===== config.mk =====
export PLATFORM = sky130hd
export DESIGN_NAME = dbus_ctrl
export DESIGN_NICKNAME = d
export VERILOG_FILES = /design/src/rtl/dbus_ctrl.sv
export SDC_FILE = /design/constraint.sdc
export NUM_CORES = 1
export LEC_CHECK = 0
export CAP_MARGIN = 20
export CELL_PAD_IN_SITES_DETAIL_PLACEMENT = 1
export CELL_PAD_IN_SITES_GLOBAL_PLACEMENT = 1
export CORE_AREA = 10 10 181 183
export CTS_CLUSTER_SIZE = 25
export DETAILED_ROUTE_END_ITERATION = 8
export DIE_AREA = 0 0 191 193
export PLACE_DENSITY_LB_ADDON = 0.1
export SETUP_SLACK_MARGIN = 0.4
export SLEW_MARGIN = 20
export SYNTH_ARGS = -nofsm -noshare
export SYNTH_HDL_FRONTEND = slang
export SYNTH_SLANG_ARGS = --single-unit

===== constraint.sdc =====
create_clock -name clk -period 2.4 [get_ports clk]
set_input_delay 0.48 -clock clk [delete_from_list [all_inputs] [get_ports clk]]
set_output_delay 0.48 -clock clk [all_outputs]
set_load 0.05 [all_outputs]

===== src/rtl/dbus_ctrl.sv =====
// Memory-stage data-bus controller: issues one load/store on a valid/data_ok bus and returns
// the lane-extracted, sign/zero-extended load result. Optional feature macro: MISALIGN_CHECK_EN.
`timescale 1ns/1ps
module dbus_ctrl #(
   parameter int unsigned AW = 64
) (
   input  logic          clk,
   input  logic          resetn,
   input  logic          in_valid,
   output logic          in_ready,
   input  logic          in_store,
   input  logic [AW-1:0] in_addr,
   input  logic [1:0]    in_size,
   input  logic          in_unsigned,
   input  logic [63:0]   in_wd,
   input  logic [7:0]    in_strobe,
   input  logic          flush,
   output logic          dbus_valid,
   output logic [AW-1:0] dbus_addr,
   output logic [1:0]    dbus_size,
   output logic [7:0]    dbus_strobe,
   output logic [63:0]   dbus_wdata,
   input  logic          dbus_data_ok,
   input  logic [63:0]   dbus_rdata,
   output logic          out_valid,
   output logic [63:0]   out_rdata,
   output logic          out_misalign
);

   typedef enum logic [1:0] {StIdle, StWait, StDrain} state_e;

   state_e      state_q;
   logic        is_store_q;
   logic        ld_unsigned_q;
   logic        accept;
   logic        misalign;
   logic [2:0]  shamt;
   logic [63:0] lane;
   logic [63:0] load_ext;

   assign in_ready = (state_q == StIdle);
   assign accept   = in_ready & in_valid & ~flush;

`ifdef MISALIGN_CHECK_EN
   always_comb begin
      unique case (in_size)
         2'd1:    misalign = in_addr[0];
         2'd2:    misalign = |in_addr[1:0];
         2'd3:    misalign = |in_addr[2:0];
         default: misalign = 1'b0;
      endcase
   end
`else
   assign misalign = 1'b0;
`endif

   // Lane offset is the latched address rounded down to the access size.
   always_comb begin
      unique case (dbus_size)
         2'd0:    shamt = dbus_addr[2:0];
         2'd1:    shamt = {dbus_addr[2:1], 1'b0};
         2'd2:    shamt = {dbus_addr[2], 2'b00};
         default: shamt = 3'd0;
      endcase
      lane = dbus_rdata >> {shamt, 3'b000};
      unique case (dbus_size)
         2'd0:    load_ext = {{56{~ld_unsigned_q & lane[7]}}, lane[7:0]};
         2'd1:    load_ext = {{48{~ld_unsigned_q & lane[15]}}, lane[15:0]};
         2'd2:    load_ext = {{32{~ld_unsigned_q & lane[31]}}, lane[31:0]};
         default: load_ext = lane;
      endcase
   end

   always_ff @(posedge clk or negedge resetn) begin
      if (!resetn) begin
         state_q       <= StIdle;
         is_store_q    <= 1'b0;
         ld_unsigned_q <= 1'b0;
         dbus_valid    <= 1'b0;
         dbus_addr     <= '0;
         dbus_size     <= 2'd0;
         dbus_strobe   <= 8'h00;
         dbus_wdata    <= 64'd0;
         out_valid     <= 1'b0;
         out_rdata     <= 64'd0;
         out_misalign  <= 1'b0;
      end else begin
         out_valid    <= 1'b0;
         out_misalign <= 1'b0;
         unique case (state_q)
            StIdle: begin
               if (accept) begin
                  if (misalign) begin
                     out_valid    <= 1'b1;
                     out_misalign <= 1'b1;
                     out_rdata    <= 64'd0;
                  end else begin
                     state_q       <= StWait;
                     dbus_valid    <= 1'b1;
                     dbus_addr     <= in_addr;
                     dbus_size     <= in_size;
                     dbus_strobe   <= in_store ? in_strobe : 8'h00;
                     dbus_wdata    <= in_wd;
                     is_store_q    <= in_store;
                     ld_unsigned_q <= in_unsigned;
                  end
               end
            end
            StWait: begin
               if (dbus_data_ok) begin
                  state_q    <= StIdle;
                  dbus_valid <= 1'b0;
                  if (!flush) begin
                     out_valid <= 1'b1;
                     out_rdata <= is_store_q ? 64'd0 : load_ext;
                  end
               end else if (flush) begin
                  state_q <= StDrain;
               end
            end
            StDrain: begin
               // Request stays on the bus until it completes; its result is dropped.
               if (dbus_data_ok) begin
                  state_q    <= StIdle;
                  dbus_valid <= 1'b0;
               end
            end
            default: state_q <= StIdle;
         endcase
      end
   end

endmodule


==> run summary <==
Status: finished, final reports clean
Grt met2 use: 33.8%
DR WL/cell: 23.9 um
Placed cell area: 14400 um^2
Setup Crit Path Kind: flop to flop
Clock latency on the worst-skew pair: 0.52 ns
Post-Syn Area: 9480 um^2
Via count: 7998
Total power divided by cell area: 1620 nW/um^2
Syn_nets: 954
GRT overflow: 0
Initial core utilization: 32.4%
Max stage delay on crit path: 0.42 ns
Maximum clock frequency: 0.442 GHz
Layout cells sized above 1: 26.6%
Die H: 193 um
# IOs: 415
Critical Path AT: 2.67 ns
Synth Register Bits: 208
Slew Limit Fails: 0
Comb power frac: 61.6%
Psw: 0.0127 W
Final min period: 2.26 ns
Port Buffers: 413
Met3 Use GR: 7.57%
Cell variety after synth: 41
Post-route ant nets: 0
FP Rows: 63
Register share of total power: 24.7%
TritonCTS clock tree: yes
GRT Total Usage: 19.6%
Tcrit/Tclk final: 94.3%
Via density: 4.99
Clock share of power: 13.7%
Vias in the first global route: 9004
Hold Path Class: input pin to asynchronous set/reset pin
Grt peak-use layer: met2
Synthesis Warnings: 0
Internal power: 0.0125 W
Leakage power: 7.18 nW
Clk sink count: 208
Post-route non-filler standard cell count: 1604
Final Setup Violations: 0
Syn Area/Cell: 12.8 um^2
Reg clk slew, reported paths: 0.05 ns
DIE AREA: 36900 um^2
Worst slew margin: 59.6%
CP Launch Type: flop
CP required: 2.81 ns
Worst Max-Slew Pin Slew: 0.609 ns
Max-cap violations: 0
DRC Markers: 0
Main synth FF type: dfrtp_1
First-pass GRT wire length: 55.9 mm
Critical Path End Type: flop
Sequential share of the synthesized area: 54.9%
Root buffer cell: clkbuf_16
Core area: 29200 um^2
Fin nets: 1412
Crit-path cells: nand2b_4 > mux2_4 > a221o_1 > buf_4 > o211ai_2 > a31oi_4 > clkbuf_16 > a22o_1
DRT iter0 DRCs: 329
Switching Share: 50.3%
Dpl cells: 1527
Initial antenna violation count: 1
H-tree Lvls: 1
Clk_skew: 0.00555 ns
HPWL after DPL: 28.5 mm
Routed WL: 38.3 mm
Drt first pass iters: 5
Async SR Flop Fraction: 100%
Die Width: 191 um
Post-synth EDFFs: 0
Post-Layout Inst Area: 15500 um^2
# fillers: 3061
Max clock buf depth: 3
Layout Area Growth over Synthesis: 63.4%
RSZ-0062 raised after global routing: yes
Placement Setup Slack: -0.298 ns
Pin count of the biggest net entering global routing: 75
Clock buffer count from CTS: 25
Final worst slack: 0.136 ns
Met1 Use GR: 22.3%
Placer Congestion: 0.823
Synthesized netlist cell count: 741
Final Hold Vio Count: 0
Critical-path top delay cell: dfrtp_2
Crit Path Max Fanout: 16
Max VDD drop: 0.000842 V
metal layers:
layer	routed length, um	up-vias
met5	0	-
met4	789	0
met3	3750	55
met2	19200	308
met1	14600	4018
li1	-	3617
worst max-delay path: cells and delay by family, from the launching register on:
family / cells / cell delay, ns
AO/OA/AOI/OAI: 4 / 0.86
flip-flops: 1 / 0.42
buffers and inverters: 2 / 0.37
multiplexers: 1 / 0.31
AND/OR/NAND/NOR: 1 / 0.18
through the flow:
stage          power, W  setup TNS [ns]  utilization, %  hold slack [ns]
2_1_floorplan    0.0162          -0.205               -            0.184
3_3_place_gp     0.0219           -3.24            49.1            0.285
3_5_place_dp     0.0221           -5.90            49.1            0.284
4_1_cts          0.0252               0            52.5            0.334
5_1_grt          0.0264               0            53.0            0.357
6_report         0.0251               0            53.0            0.354
logic make-up after synthesis:
family	synth area share (%)
AND/OR/NAND/NOR	6.84
multiplexers	23.5
flip-flops	54.9
buffers and inverters	3.31
AO/OA/AOI/OAI	10.9
other	0.0396
adder cells (fa/ha/maj)	0.528
flip-flops by register name, indices dropped and copies added, names as in the netlist:
register	cells
is_store_q	1
dbus_size	2
dbus_addr	64
ld_unsigned_q	1
state_q	2
dbus_valid	1
out_rdata	64
dbus_wdata	64
dbus_strobe	8
out_valid	1
what timing repair did:
item                       in CTS  in global routing
setup endpoints to repair     263                 73
hold buffers                    1                  0
buffers inserted               22                  5
hold endpoints to repair       13                  0
gates cloned                    6                  1
resized for setup             254                 29
pin swaps                      11                 18
cells in the final DEF, fill, tap and decap left out, types with 5 or more instances in the layout:
master	count
mux2i_1	37
inv_1	5
clkdlybuf4s15_1	13
a31oi_1	8
clkdlybuf4s50_1	207
buf_16	5
nor2_1	21
mux4_2	14
a21oi_1	26
nand2_1	43
clkbuf_16	27
buf_4	47
dfrtp_1	205
o21ai_0	23
a22o_1	32
a221o_1	17
dlygate4sd2_1	185
o21ai_1	7
or2_2	18
nor4bb_1	7
buf_12	19
a2bb2oi_1	7
buf_6	12
mux2_2	134
nand3_1	17
a21oi_2	8
clkbuf_1	9
cells in the mapped netlist, types with 2 or more instances:
cell type  number  share of area [%]
buf_6           6               0.71
nand2_1        46                1.8
o211ai_1        2               0.16
a31oi_1         8               0.53
a21o_1          3               0.24
inv_1           5               0.20
nor2_1         21               0.83
ha_1            4               0.53
a2bb2oi_1       7               0.65
o2111ai_1       3               0.28
mux2i_1        39                4.1
o211ai_2        2               0.26
o21ai_0        33                1.7
nor4bb_1        9               0.95
a221o_1        17                1.8
a21oi_1        34                1.8
and2_1          4               0.26
or2_2          19                1.3
a22o_1         32                3.0
nor2b_1         3               0.20
dfrtp_1       208                 55
mux2_2        135                 16
buf_2           8               0.42
nand3_1        17               0.90
mux4_2         14                3.3
clkbuf_1       40                1.6
buf_1           8               0.32
path summary, 6_finish.rpt:
check | startpoint | to | slack [ns] | depth (start not counted)
max | dbus_size[0] | out_rdata[58] | 0.14 | 8
min | resetn | out_rdata[32] | 0.35 | 2
max reg2reg | dbus_size[0] | out_rdata[58] | 0.14 | 8
min reg2reg | dbus_strobe[3] | dbus_strobe[3] | 0.47 | 2
max in group asynchronous | resetn | dbus_addr[13] | 1.44 | 3
min in group clk | dbus_strobe[3] | dbus_strobe[3] | 0.47 | 2
power by group through the flow:
stage / registers (W) / clock network, W / logic [W]
after global routing: 0.00645 / 0.00371 / 0.0162
after global placement: 0.00626 / 0 / 0.0156
after floorplan: 0.0122 / 0 / 0.00399
after detailed placement: 0.00635 / 0 / 0.0157
after CTS: 0.00623 / 0.00356 / 0.0154
final: 0.00621 / 0.00344 / 0.0155
layout make-up:
| cell class | instances | area, um^2 | area share [%] |
|---|---|---|---|
| diodes | 1 | 2.50 | 0.0162 |
| clock buffers | 37 | 701 | 4.52 |
| clock inverters | 4 | 23.8 | 0.153 |
| inverters | 5 | 18.8 | 0.121 |
| multi-input cells | 465 | 4130 | 26.7 |
| flip-flops and latches | 208 | 5210 | 33.6 |
| well taps | 390 | 488 | 3.15 |
| repair buffers | 494 | 4910 | 31.7 |
(Power assumes the default switching activity.)
